### src/rtl/video_pkg.sv
// Shared types and default raster timing for the text display pipeline.
// Defaults describe a 64x8 px column layout on an 800x525 raster.
package video_pkg;
  typedef enum logic [1:0] {PH_ACTIVE, PH_FRONT, PH_SYNC, PH_BACK} phase_e;

  localparam int POS_W     = 10;
  localparam int MAX_TOTAL = 1 << POS_W;

  localparam int DEF_H_ACTIVE = 512;
  localparam int DEF_H_FP     = 80;
  localparam int DEF_H_SYNC   = 96;
  localparam int DEF_H_BP     = 112;
  localparam int DEF_V_ACTIVE = 480;
  localparam int DEF_V_FP     = 10;
  localparam int DEF_V_SYNC   = 2;
  localparam int DEF_V_BP     = 33;

  function automatic int axis_total(input int act, input int fp, input int sy, input int bp);
    return act + fp + sy + bp;
  endfunction
endpackage

### src/rtl/video_axis_counter.sv
// One raster axis: phase FSM with per-phase down-counter plus a position
// counter; blank/sync flags are registered alongside the position.
module video_axis_counter
  import video_pkg::*;
#(
  parameter int ACTIVE   = DEF_H_ACTIVE,
  parameter int FP       = DEF_H_FP,
  parameter int SYNC_LEN = DEF_H_SYNC,
  parameter int BP       = DEF_H_BP,
  parameter bit POL      = 1'b0
) (
  input  logic             CLK,
  input  logic             RESET,
  input  logic             STEP,
  output logic [POS_W-1:0] POS,
  output logic             BLANK,
  output logic             SYNC,
  output logic             WRAP
);
  localparam int TOTAL = axis_total(ACTIVE, FP, SYNC_LEN, BP);

  if (TOTAL > MAX_TOTAL || ACTIVE < 1 || FP < 1 || SYNC_LEN < 1 || BP < 1) begin : g_bad_params
    $error("video_axis_counter: phase lengths must be >= 1 and total <= %0d", MAX_TOTAL);
  end

  localparam logic [POS_W-1:0] LAST   = POS_W'(TOTAL - 1);
  localparam logic [POS_W-1:0] ACT_M1 = POS_W'(ACTIVE - 1);
  localparam logic [POS_W-1:0] FP_M1  = POS_W'(FP - 1);
  localparam logic [POS_W-1:0] SY_M1  = POS_W'(SYNC_LEN - 1);
  localparam logic [POS_W-1:0] BP_M1  = POS_W'(BP - 1);

  phase_e           phase_q, phase_d;
  logic [POS_W-1:0] cnt_q, cnt_d;
  logic [POS_W-1:0] pos_q, pos_d;
  logic             blank_q, blank_d;
  logic             sync_q, sync_d;
  logic             at_last;

  assign at_last = (pos_q == LAST);

  always_comb begin
    phase_d = phase_q;
    cnt_d   = cnt_q;
    pos_d   = pos_q;
    blank_d = blank_q;
    sync_d  = sync_q;
    if (STEP) begin
      pos_d = at_last ? '0 : pos_q + 1'b1;
      if (cnt_q != '0) begin
        cnt_d = cnt_q - 1'b1;
      end else begin
        // Phase counter expiring loads the length of the phase being entered.
        case (phase_q)
          PH_ACTIVE: begin phase_d = PH_FRONT;  cnt_d = FP_M1;  end
          PH_FRONT:  begin phase_d = PH_SYNC;   cnt_d = SY_M1;  end
          PH_SYNC:   begin phase_d = PH_BACK;   cnt_d = BP_M1;  end
          PH_BACK:   begin phase_d = PH_ACTIVE; cnt_d = ACT_M1; end
        endcase
      end
      blank_d = (phase_d != PH_ACTIVE);
      sync_d  = (phase_d == PH_SYNC) ? POL : ~POL;
    end
  end

  always_ff @(posedge CLK) begin
    if (RESET) begin
      phase_q <= PH_ACTIVE;
      cnt_q   <= ACT_M1;
      pos_q   <= '0;
      blank_q <= 1'b0;
      sync_q  <= ~POL;
    end else begin
      phase_q <= phase_d;
      cnt_q   <= cnt_d;
      pos_q   <= pos_d;
      blank_q <= blank_d;
      sync_q  <= sync_d;
    end
  end

  assign POS   = pos_q;
  assign BLANK = blank_q;
  assign SYNC  = sync_q;
  assign WRAP  = STEP && at_last;
endmodule

### src/rtl/video_timing.sv
// Raster timing generator: horizontal axis steps on CE, vertical axis steps
// on horizontal wrap. Frame-start and vblank interrupt are registered here.
module video_timing
  import video_pkg::*;
#(
  parameter int H_ACTIVE  = DEF_H_ACTIVE,
  parameter int H_FP      = DEF_H_FP,
  parameter int H_SYNC    = DEF_H_SYNC,
  parameter int H_BP      = DEF_H_BP,
  parameter int V_ACTIVE  = DEF_V_ACTIVE,
  parameter int V_FP      = DEF_V_FP,
  parameter int V_SYNC    = DEF_V_SYNC,
  parameter int V_BP      = DEF_V_BP,
  parameter bit HSYNC_POL = 1'b0,
  parameter bit VSYNC_POL = 1'b0
) (
  input  logic             CLK,
  input  logic             RESET,
  input  logic             CE,
  output logic [POS_W-1:0] H_POS,
  output logic [POS_W-1:0] V_POS,
  output logic             HBLANK,
  output logic             VBLANK,
  output logic             HSYNC_IN,
  output logic             VSYNC_IN,
  output logic             FRAME_START,
  output logic             VBLANK_IRQ
);
  localparam logic [POS_W-1:0] IRQ_LINE = POS_W'(V_ACTIVE - 1);

  logic h_wrap, v_wrap;
  logic frame_start_q, frame_start_d;
  logic irq_q, irq_d;

  video_axis_counter #(
    .ACTIVE(H_ACTIVE), .FP(H_FP), .SYNC_LEN(H_SYNC), .BP(H_BP), .POL(HSYNC_POL)
  ) u_h (
    .CLK(CLK), .RESET(RESET), .STEP(CE),
    .POS(H_POS), .BLANK(HBLANK), .SYNC(HSYNC_IN), .WRAP(h_wrap)
  );

  video_axis_counter #(
    .ACTIVE(V_ACTIVE), .FP(V_FP), .SYNC_LEN(V_SYNC), .BP(V_BP), .POL(VSYNC_POL)
  ) u_v (
    .CLK(CLK), .RESET(RESET), .STEP(h_wrap),
    .POS(V_POS), .BLANK(VBLANK), .SYNC(VSYNC_IN), .WRAP(v_wrap)
  );

  // Both flags look one step ahead so they land in the same cycle as the position.
  always_comb begin
    frame_start_d = frame_start_q;
    irq_d         = 1'b0;
    if (CE) begin
      frame_start_d = h_wrap && v_wrap;
      irq_d         = h_wrap && (V_POS == IRQ_LINE);
    end
  end

  always_ff @(posedge CLK) begin
    if (RESET) begin
      frame_start_q <= 1'b1;
      irq_q         <= 1'b0;
    end else begin
      frame_start_q <= frame_start_d;
      irq_q         <= irq_d;
    end
  end

  assign FRAME_START = frame_start_q;
  assign VBLANK_IRQ  = irq_q;
endmodule

### config.mk
export PLATFORM = sky130hd
export DESIGN_NAME = video_timing
export DESIGN_NICKNAME = d
export VERILOG_FILES = /design/src/rtl/video_pkg.sv /design/src/rtl/video_axis_counter.sv /design/src/rtl/video_timing.sv
export SDC_FILE = /design/constraint.sdc
export NUM_CORES = 1
export LEC_CHECK = 0
export CORE_UTILIZATION = 40
export CTS_CLUSTER_DIAMETER = 80
export CTS_CLUSTER_SIZE = 40
export DETAILED_ROUTE_END_ITERATION = 7
export PLACE_DENSITY = 0.6
export SLEW_MARGIN = 20
export SYNTH_ARGS = -nofsm -noshare
export SYNTH_HDL_FRONTEND = slang
export SYNTH_SLANG_ARGS = --single-unit
### constraint.sdc
create_clock -name CLK -period 4.5 [get_ports CLK]
set_input_delay 0.9 -clock CLK [delete_from_list [all_inputs] [get_ports CLK]]
set_output_delay 0.9 -clock CLK [all_outputs]
set_load 0.01 [all_outputs]
==> run summary, run 1 <==
The run finished, with violations left. The final reports fail on design-rule violations. The startpoint identified for the worst hold timing path is u_v.BLANK. The tightest min-delay check is of the flip-flop to flip-flop type.

The initial utilization of the core area, before any placement, comes to 41.9%. The post-synth net total came out at 343. The element type at the critical path end is a flip-flop. The final hold violation count came out at 0. The share of total power in combinational logic is between 4 and 5%.

The post-synthesis area per instance is 8.31 um^2. The longest individual stage delay on the worst path came out at 0.77 ns. The clock share of power came out at 34.7%. The initial antenna violation count came to 0. The height of the die came out at 84.0 um.

The highest-delay cell along the critical path is o21ai_1. The share of synthesized flip-flops with an asynchronous set or reset came out at 0%. IR analysis of the VDD net gives a maximum drop of 0.148 mV. The worst register-to-register path begins at u_h.POS[0]. The violation count after the first detailed-route iteration came out at 117. The signal on the critical path passes through clkdlybuf4s50_1 > buf_4 > and3_1 > nand4_1 > o21ai_1 > nor2_1. In the final timing run, aggregate negative setup slack is 0 ns. The static power due to leakage is 0.997 nW. For this block, wires on met1 add up to 2960 um. Among all flip-flop cells after synthesis, the most frequent one is dfxtp_1. The buffer levels on the longest clock path came out at 2. The headroom to the max-slew limit came out at between 40% and 50%.

For flop-to-flop paths, the worst setup slack is 2.10 ns. The synthesis-to-layout area growth came out at 15.9%. The worst path setup slack after routing is 1.40 ns. The count of cell types in the netlist is 53. The number of top-level pins came out at 29. The worst setup path startpoint is CE.

The detailed route wirelength on metal3 came out at 206 um. The global routing usage summed across all routing layers is 17.6%. The kind of launch point of the worst setup path is a primary input. In this run switching power makes up 23.6% of total power.

At the placement stage, the worst setup path has a slack of 0.999 ns. The level count of the clock H-tree came out at 2. For the pin with the worst max-slew slack, the measured transition is 0.882 ns. The antenna cell count is 0. The post-synthesis cell area is around 2700 um^2. After floorplanning, the core was sized to cover 6420 um^2. The setup path with the least slack is of type primary input to flip-flop. The amount of wire on met2 after detailed routing is about 2700 um. The proportion of power drawn by flip-flops and latches came out at 60.8%. The number of buffers and inverters on the critical path is 2. The number of core rows is 29. The part of the cycle the worst path needs came out at 68.9%. On the final layout, the worst clock skew is 0.00907 ns. At the worst endpoint, the required time is 4.68 ns. The clock latency of the later-clocked register in the worst-skew pair is 0.31 ns. The net count reported at finish is ~370. After detailed routing, the average wire length per cell comes to around 14 um.

Setup repair after global routing left no endpoint under its margin. The internal portion of the total power is ~0.57 mW. The tool flagged a number of max-cap violations equal to 0. Gates resized during post-CTS repair numbered 0. The number of register bits inferred by synthesis is 50. Yosys mapped a number of flops with a built-in enable equal to 0. The largest driver fanout on the critical path came out at 20.

The detail route stage leaves a number of antenna-violating nets equal to 0. The total clock sinks came out at 50. The final routed wirelength across all metal layers came out at 5970 um.

The number of buffers added by the clock tree synthesis step came out at 5. The DRC violation count after routing came out at 4. The detailed-router iteration count before antenna repair is 6.

The highest achievable clock rate came out at 322 MHz. The pin count of the biggest net entering global routing is 21. The share of layout cells above drive strength 1 came out at 6.03%. The count of final max-slew check failures was 0. The final estimated routing congestion in global placement came out at 0.781. CTS placed an instance of clkbuf_8 at the clock tree root. The post-route worst hold slack came out at 0.473 ns.

STA puts the critical path data arrival time at 3.28 ns. TritonCTS built the clock tree. In the layout the commonest cells are dfxtp_1, clkdlybuf4s50_1, a21oi_1. Broken down by cell family, the worst path's largest delay share belongs to simple AND/OR/NAND/NOR gates.

The number of endpoints failing setup at the final stage came out at 0. The number of buffers added to fix hold violations after cts is 0. Synthesis handed over a netlist of 324 instances.

The Yosys step of the flow raised 0 warnings. The library cell used most frequently in the layout, excluding fill and tap cells, is dfxtp_1. After clock tree synthesis, the setup repair step added 0 buffers.

The die area came out at 7060 um^2. The global-route wire length before repair came out at 10200 um. The net switching power came out at approximately 0.18 mW. The register clock-pin slew on the reported worst setup and hold paths came out at 0.10 ns.

The HPWL after detailed placement is 4220 um. The clock period minus final worst setup slack came out at a little over 3 ns. Routed signal wires occupy layers up through met4. The sequential fraction of the synthesis area came out at roughly 37%. In this run the power density over the cells is 238 nW/um^2.

The die is between 80 and 90 um wide. The number of port buffers is 28. The via count of the first global-routing pass is 2146. The overall via count from detail_route came out at 2396. The total overflow left after global routing is 0. The average vias per placed instance is 5.64.
-- synthesized netlist by cell type, drive strengths merged (5+ instances only) --
cell type / count / area, um^2
dfxtp: 50 / 1000
a21oi: 24 / 120
nor3: 23 / 115
nand2: 22 / 82.6
nor2: 20 / 75.1
o21ai: 19 / 95.1
ha: 16 / 200
inv: 16 / 60.1
nand3: 14 / 70.1
clkbuf: 11 / 41.3
nor4: 10 / 62.6
nand4: 9 / 56.3
or3: 9 / 56.3
o31ai: 7 / 52.6
xnor2: 7 / 61.3
xor2: 7 / 61.3
a31oi: 6 / 37.5
buf: 5 / 28.8
-- flip-flops by register name, summed over array words and instances (netlist names) --
name         cells
u_v.phase_q      2
u_h.cnt_q       10
VBLANK_IRQ       1
u_v.BLANK        1
u_v.cnt_q       10
u_v.POS         10
u_h.SYNC         1
u_v.SYNC         1
u_h.BLANK        1
u_h.phase_q      2
FRAME_START      1
u_h.POS         10
-- area by class of cell --
class                      count  area, um^2
timing repair buffer          33         318
sequential                    50        1000
fill                         641        3300
clock buffer                   6        72.6
multi-input combinational    242        1570
clock inverter                 1        7.51
tap                           77        96.3
inverter                      16        60.1
-- through the flow --
| step | instance area, um^2 | utilization (%) | cells | power [mW] |
|---|---|---|---|---|
| floorplan | 2690 | - | 324 | 0.482 |
| global placement | 3040 | 47.3 | 418 | 0.496 |
| detailed placement | 3040 | 47.4 | 418 | 0.496 |
| CTS | 3120 | 48.6 | 425 | 0.751 |
| global route | 3120 | 48.6 | 425 | 0.774 |
| finish | 3120 | 48.6 | 425 | 0.743 |
-- path summary, 6_finish.rpt --
path	endpoint	cells after the start
hold reg to reg	u_v.BLANK	2
hold / removal	u_v.BLANK	2
setup / recovery	u_v.POS[0]	6
setup reg to reg	u_v.POS[0]	5
-- power by group through the flow --
stage / combinational, mW / clock (mW) / sequential [mW]
3_5_place_dp: 0.0341 / 0 / 0.462
6_report: 0.0340 / 0.258 / 0.452
3_3_place_gp: 0.0343 / 0 / 0.462
5_1_grt: 0.0378 / 0.283 / 0.453
4_1_cts: 0.0346 / 0.265 / 0.452
2_1_floorplan: 0.0196 / 0 / 0.462
-- worst reg2reg max path, delay by kind of cell, from the launching register on --
kind | cells | cell delay, ns
flops | 1 | 0.41
fa+ha+maj | 1 | 0.19
compound gates | 1 | 0.77
simple gates | 3 | 0.91
-- layer usage --
| layer | vias up | GRT usage [%] |
|---|---|---|
| met5 | - | 0 |
| met1 | 1108 | 24.1 |
| met3 | 8 | 2.67 |
| met4 | 0 | 5.17 |
| met2 | 39 | 28.4 |
| li1 | 1241 | - |
-- logic make-up after synthesis --
logic type | count (synthesis) | share of synthesized area (%)
AND/OR/NAND/NOR | 133 | 27.1
AO/OA/AOI/OAI | 78 | 18.5
buffers and inverters | 32 | 4.83
adder cells (fa/ha/maj) | 16 | 7.43
XOR/XNOR | 14 | 4.55
flip-flops | 50 | 37.2
multiplexers | 1 | 0.372
Power figures use the tool's default switching activity.
==> run 2: changes to the inputs <==
==> constraint.sdc (replaced) <==
create_clock -name CLK -period 3.23 [get_ports CLK]
set_input_delay 0.646 -clock CLK [delete_from_list [all_inputs] [get_ports CLK]]
set_output_delay 0.646 -clock CLK [all_outputs]
set_load 0.01 [all_outputs]
==> run summary, run 2 (synthesis gave the netlist of run 1 again) <==
The worst setup path is captured at a flip-flop. The static power due to leakage is 1.02 nW. The critical register-to-register path endpoint is u_v.POS[5]. The height of the die is 84.0 um. The class of the worst hold path is flip-flop to flip-flop.

Global routing finished with a remaining overflow of 0. The checks that failed: design-rule violations. Post-CTS repair changed the size of 0 cells. The worst reg-to-reg setup slack came out at 1.02 ns. The average vias per placed instance came out at 5.65. At the later pin of the worst-skew pair, clock insertion delay measures 0.30 ns. The number of cells after detailed placement came out at 420. The initial antenna violation count came out at 0. Global routing used 17.1% of the available tracks across all layers. Port buffering added 28 buffers.

Setup repair after global routing left no endpoint under its margin. STA classifies the critical path startpoint as a primary input. The number of buffers added to fix hold violations after cts is 0. The HPWL after detailed placement is 4260 um. Of all nets on the critical path, the largest fanout is 10. The net count reported at finish came out at 369. The headroom to the max-slew limit is 38.6%.

The overall via count from detail_route came out at 2419. The total power density per cell area came out at around 340 nW/um^2. In this run the most critical hold path is launched from FRAME_START.

VDD sags by at most around 0.23 mV. The number of top-level pins is 29. Setup violations remaining at the end of the flow were counted as 0. The synthesis-to-layout area growth is 17.3%.

The final setup TNS is 0 ns. The transition time of the tightest slew-check pin is 0.913 ns. The post-CTS setup-driven buffer insertion count is 0. The tree is rooted in a clkbuf_8. Entering global routing, the biggest net connects 28 pins. The TritonCTS clock tree is built. On the final layout, the worst clock skew is 0.00602 ns.

The run finished, with violations left. The clock net in this run drives a total of 50 sinks. The chip width is 84.0 um. The number of max-cap violations is 0.

The final routed wirelength across all metal layers came out at 5930 um. The part of the cycle the worst path needs came out at 74.7%. The top cell types in the final layout, fill and taps aside, are dfxtp_1, clkdlybuf4s50_1, a21oi_1. The register clock-pin slew on the reported worst setup and hold paths is 0.09 ns.

The required time of the critical path came out at around 3.5 ns. Of the cells placed in the final design, the portion with a size suffix greater than 1 is slightly below 7%. The die covers 7060 um^2. The initial cell density of the core is 41.9%.

The worst reg2reg path depth is 6. The buffer levels on the longest clock path is 2. In this run the number of H-tree levels came out at 2. For hold timing, the worst endpoint is FRAME_START. In the final routed layout, each cell accounts on average for 13.8 um. Leaving out fill and tap cells, the most frequent cell in the layout is dfxtp_1. On the final layout, the worst hold slack is about 0.47 ns.

The first global-routing pass estimated 10100 um of wire. The floorplan step defined a core boundary enclosing 6420 um^2. The count of final max-slew check failures is 0. The critical path class is primary input to flip-flop. After floorplanning, the core was divided into 29 placement rows.

The number of buffers added by the clock tree synthesis step is 5. The worst hold path depth came out at 1. The clock period minus final worst setup slack came out at 2.41 ns. The final estimated routing congestion in global placement is 0.765. The data arrival time of the worst path is 2.65 ns.

The highest achievable clock rate is roughly 410 MHz. The number of non-filler instances in the completed layout is 428. After detailed routing, the number of remaining DRC violations is 4. The violation count after the first detailed-route iteration is 128. The antenna cell count came out at 0. The detailed-router iteration count before antenna repair is 7. The final hold violation count is 0. The via count of the first global-routing pass is 2176. The detail route stage leaves a number of antenna-violating nets equal to 0. In this run the critical register-to-register path is launched from u_h.POS[0].
==> run 2: changes by cell type in the layout (fill, tap and decap cells not counted), sizes merged <==
cell / delta
clkinv: +1
buf: +2
==> run 2: metal layers <==
| metal | track usage [%] | share of wire [%] | wire length, um | up-vias |
|---|---|---|---|---|
| li1 | - | - | - | 1246 |
| met1 | 23.0 | 49 | 2910 | 1128 |
| met2 | 28.8 | 47 | 2760 | 40 |
| met3 | 2.87 | 3.6 | 214 | 5 |
| met4 | 3.76 | 0.66 | 39 | 0 |
| met5 | 0 | 0 | 0 | - |
==> run 2: worst max-delay path, stage by stage <==
cell	delay [ns]
clkdlybuf4s50_1	0.47
and3_1	0.26
nand4_1	0.33
buf_4	0.29
or4_1	0.50
a21oi_1	0.14
==> run 2: final cells by class <==
type	count	area, um^2
Multi-Input combinational cell	242	1560
Inverter	16	60.1
Sequential cell	50	1000
Tap cell	77	96.3
Fill cell	634	3260
Timing Repair Buffer	35	345
Clock buffer	6	82.6
Clock inverter	2	12.5
==> run 2: how the worst max path moves through the flow <==
stage | start | to | slack (ns) | cells past startpoint
2_1_floorplan | CE | u_h.cnt_q[9] | 1.17 | 5
3_3_place_gp | CE | u_v.POS[5] | 0.53 | 6
3_5_place_dp | CE | u_v.POS[5] | 0.51 | 6
4_1_cts | CE | u_v.POS[5] | 0.82 | 6
5_1_grt | CE | u_v.POS[5] | 0.67 | 6
6_report | CE | u_v.POS[5] | 0.82 | 6
==> run 2: report_power, final <==
part           switching, mW  internal, mW  leakage (nW)
clock                  0.210         0.173        0.0472
combinational         0.0270        0.0212         0.570
sequential           0.00679         0.622         0.405
==> run 2: metrics by stage <==
step / instance area (um^2) / worst slack (ns) / util (%) / total power, mW
6_report: 3160 / 0.817 / 49.2 / 1.06
5_1_grt: 3160 / 0.667 / 49.2 / 1.11
4_1_cts: 3160 / 0.817 / 49.2 / 1.08
3_5_place_dp: 3060 / 0.512 / 47.7 / 0.692
3_3_place_gp: 3060 / 0.533 / 47.7 / 0.692
2_1_floorplan: 2690 / 1.17 / - / 0.671
==> run 3: changes to the inputs <==
==> constraint.sdc (replaced) <==
create_clock -name CLK -period 2.5 [get_ports CLK]
set_input_delay 0.5 -clock CLK [delete_from_list [all_inputs] [get_ports CLK]]
set_output_delay 0.5 -clock CLK [all_outputs]
set_load 0.01 [all_outputs]
==> run summary, run 3 (synthesis gave the netlist of run 1 again) <==
In the final routing, the length of wire on met1 measures between 3000 and 4000 um. The proportion of power drawn by flip-flops and latches came out at 59.6%. The launching point of the worst reg2reg path is u_v.cnt_q[5]. The headroom to the max-slew limit is 67.2%. The post-cts gate resize count came out at 0.

The number of fill cells came out at a little over 600. In this run switching power makes up 24.5% of total power. The class of the worst hold path is flip-flop to flip-flop. In this design, the largest share of critical-path delay is due to simple AND/OR/NAND/NOR gates. Port buffering added 28 buffers. The clock latency of the later-clocked register in the worst-skew pair came out at around 0.31 ns. The final hold violation count is 0. The placement-stage worst setup slack came out at 0.169 ns. For the pin with the worst max-slew slack, the measured transition is between 0.4 and 0.5 ns. Entering global routing, the biggest net connects 28 pins. The flow ran to the end, but the final reports show violations. CTS built an H-tree with a depth of 2.

The net switching power came out at about 0.33 mW. The via count of the first global-routing pass came out at 2310. The largest driver fanout on the critical path came out at 3. The critical path goes through clkdlybuf4s50_1 > or4b_2 > nor4b_1 > xor2_1 > and2_1. Summing all multi-input logic gate instances after layout gives 1560 um^2. The count of final max-slew check failures is 0. For this run, design rule violations remaining after detail routing come to 4.

The longest individual stage delay on the worst path came out at 0.61 ns. The global-route wire length before repair is between 10000 and 15000 um. The buffer levels on the longest clock path came out at 2. In this run the most critical hold path is launched from u_v.BLANK. The library cells used most frequently in the layout, excluding fill and tap cells, are dfxtp_1, clkdlybuf4s50_1, a21oi_1. The global routing usage summed across all routing layers came out at between 10% and 20%. On the final layout, the worst clock skew is roughly 0.012 ns. The share of total power dissipated in combinational logic is under 10%. The power after layout came out at 1.36 mW. The part of the cycle the worst path needs is 79.7%. The total power density per cell area is 426 nW/um^2. The final reports fail on design-rule violations. The static power due to leakage is 1.06 nW. The highest-delay cell along the critical path is or4b_2. The detailed router used layers up to and including met4.

The setup path with the least slack is of type primary input to flip-flop. The HPWL after detailed placement is about 4300 um. The number of nets still failing antenna checks after routing is 0. Summing all flip-flop and latch instances after layout gives about 1000 um^2.

The number of cells after detailed placement came out at 427. The number of buffers added to fix hold violations after cts is 0. The number of clock buffers added by TritonCTS is 5. The number of top-level pins came out at 29. The critical path starts at CE. The master cell of the clock root buffer is clkbuf_8. The initial antenna violation count is 0. The final global-route overflow total is 0. STA classifies the critical path startpoint as a primary input.

The required time of the critical path came out at 2.71 ns. TritonCTS built the clock tree. Setup total negative slack on the finished layout was measured at 0 ns. After the flow finishes, the layout carries non-filler instances totaling 435.

The violation count after the first detailed-route iteration came out at 110. The buffer and inverter count on the worst path came out at 1. The amount of wire on met2 after detailed routing came out at 2760 um. The number of max-cap violations came out at 0. Dividing the detail-routed via count by the number of cells gives 5.68. The worst setup path is captured at a flip-flop. The initial cell density of the core came out at 41.9%.

The total clock sinks came out at 50. The final routed wirelength across all metal layers is between 6000 and 7000 um. The clock period minus final worst setup slack came out at 1.99 ns. The floorplan step set the die height to ~84 um. Timing would allow up to 502 MHz. The post-CTS setup-driven buffer insertion count is 0. Once routing completed, OpenROAD measured the worst setup slack at slightly above 0.5 ns. The chip width is 84.0 um.

The data arrival time of the worst path came out at ~2.2 ns. The die area is roughly 7100 um^2. In the final design database the tool counted 376 nets. The antenna cell count came out at 0. The overall via count from detail_route is ~2500.

The final estimated routing congestion in global placement came out at 0.819. The clock network accounts for 35.7% of the total power. The detailed route wirelength on metal3 came out at ~220 um. The post-route netlist has 8.66% of its cells at a drive strength greater than 1. Clock-pin slew was measured on the worst setup and hold paths at ~0.1 ns. The region available for standard cell placement spans 6420 um^2. The cell internal power dissipation is between 1 and 1.5 mW.

The number of endpoints failing setup at the final stage is 0. The library cell used most frequently in the layout, excluding fill and tap cells, is dfxtp_1. The detailed-router iteration count before antenna repair is 7. IR analysis of the VDD net gives a maximum drop of between 0.2 and 0.3 mV. The number of core rows is 29. Setup repair after global routing left no endpoint under its margin. Relative to the synthesized area, the layout overhead comes to 19.1%.

The average routed wire per standard cell is about 14 um.
[run 3: per-layer routing]
metal | up-vias | GRT usage [%]
met2 | 46 | 30.1
met3 | 6 | 3.56
met4 | 0 | 5.49
met5 | - | 0
met1 | 1164 | 23.5
li1 | 1255 | -
[run 3: worst reg2reg max path: stages (launching register included)]
cell	delay [ns]
dfxtp_1	0.38
or4_4	0.59
or3_1	0.51
nor4b_1	0.29
o31ai_1	0.10
[run 3: power groups by stage]
stage                     Combinational, mW  Clock [mW]  Sequential (mW)
after floorplan                      0.0353           0            0.832
after detailed placement             0.0652           0            0.832
final                                0.0645       0.487            0.813
after global placement               0.0648           0            0.832
after CTS                            0.0656       0.509            0.813
after global routing                 0.0722       0.539            0.815
[run 3: final cells by class]
cell class                 instances  share of cell area (%)
clock buffer                       5                    2.15
clock inverter                     3                   0.663
inverter                          16                    1.87
multi-input combinational        242                    48.7
sequential                        50                    31.2
tap                               77                    3.00
timing repair buffer              42                    12.4
[run 3: worst paths after layout]
| kind | end | slack [ns] | cells after the start |
|---|---|---|---|
| max reg2reg | u_v.SYNC | 0.53 | 4 |
| min reg2reg | u_v.BLANK | 0.48 | 2 |
| max | u_h.cnt_q[9] | 0.51 | 5 |
| min | u_v.BLANK | 0.48 | 2 |
[run 3: through the flow]
stage / hold slack (ns) / util, % / instance area, um^2
2_1_floorplan: 0.465 / - / 2690
3_3_place_gp: 0.464 / 48.5 / 3120
3_5_place_dp: 0.469 / 48.5 / 3120
4_1_cts: 0.483 / 49.9 / 3210
5_1_grt: 0.511 / 49.9 / 3210
6_report: 0.477 / 49.9 / 3210
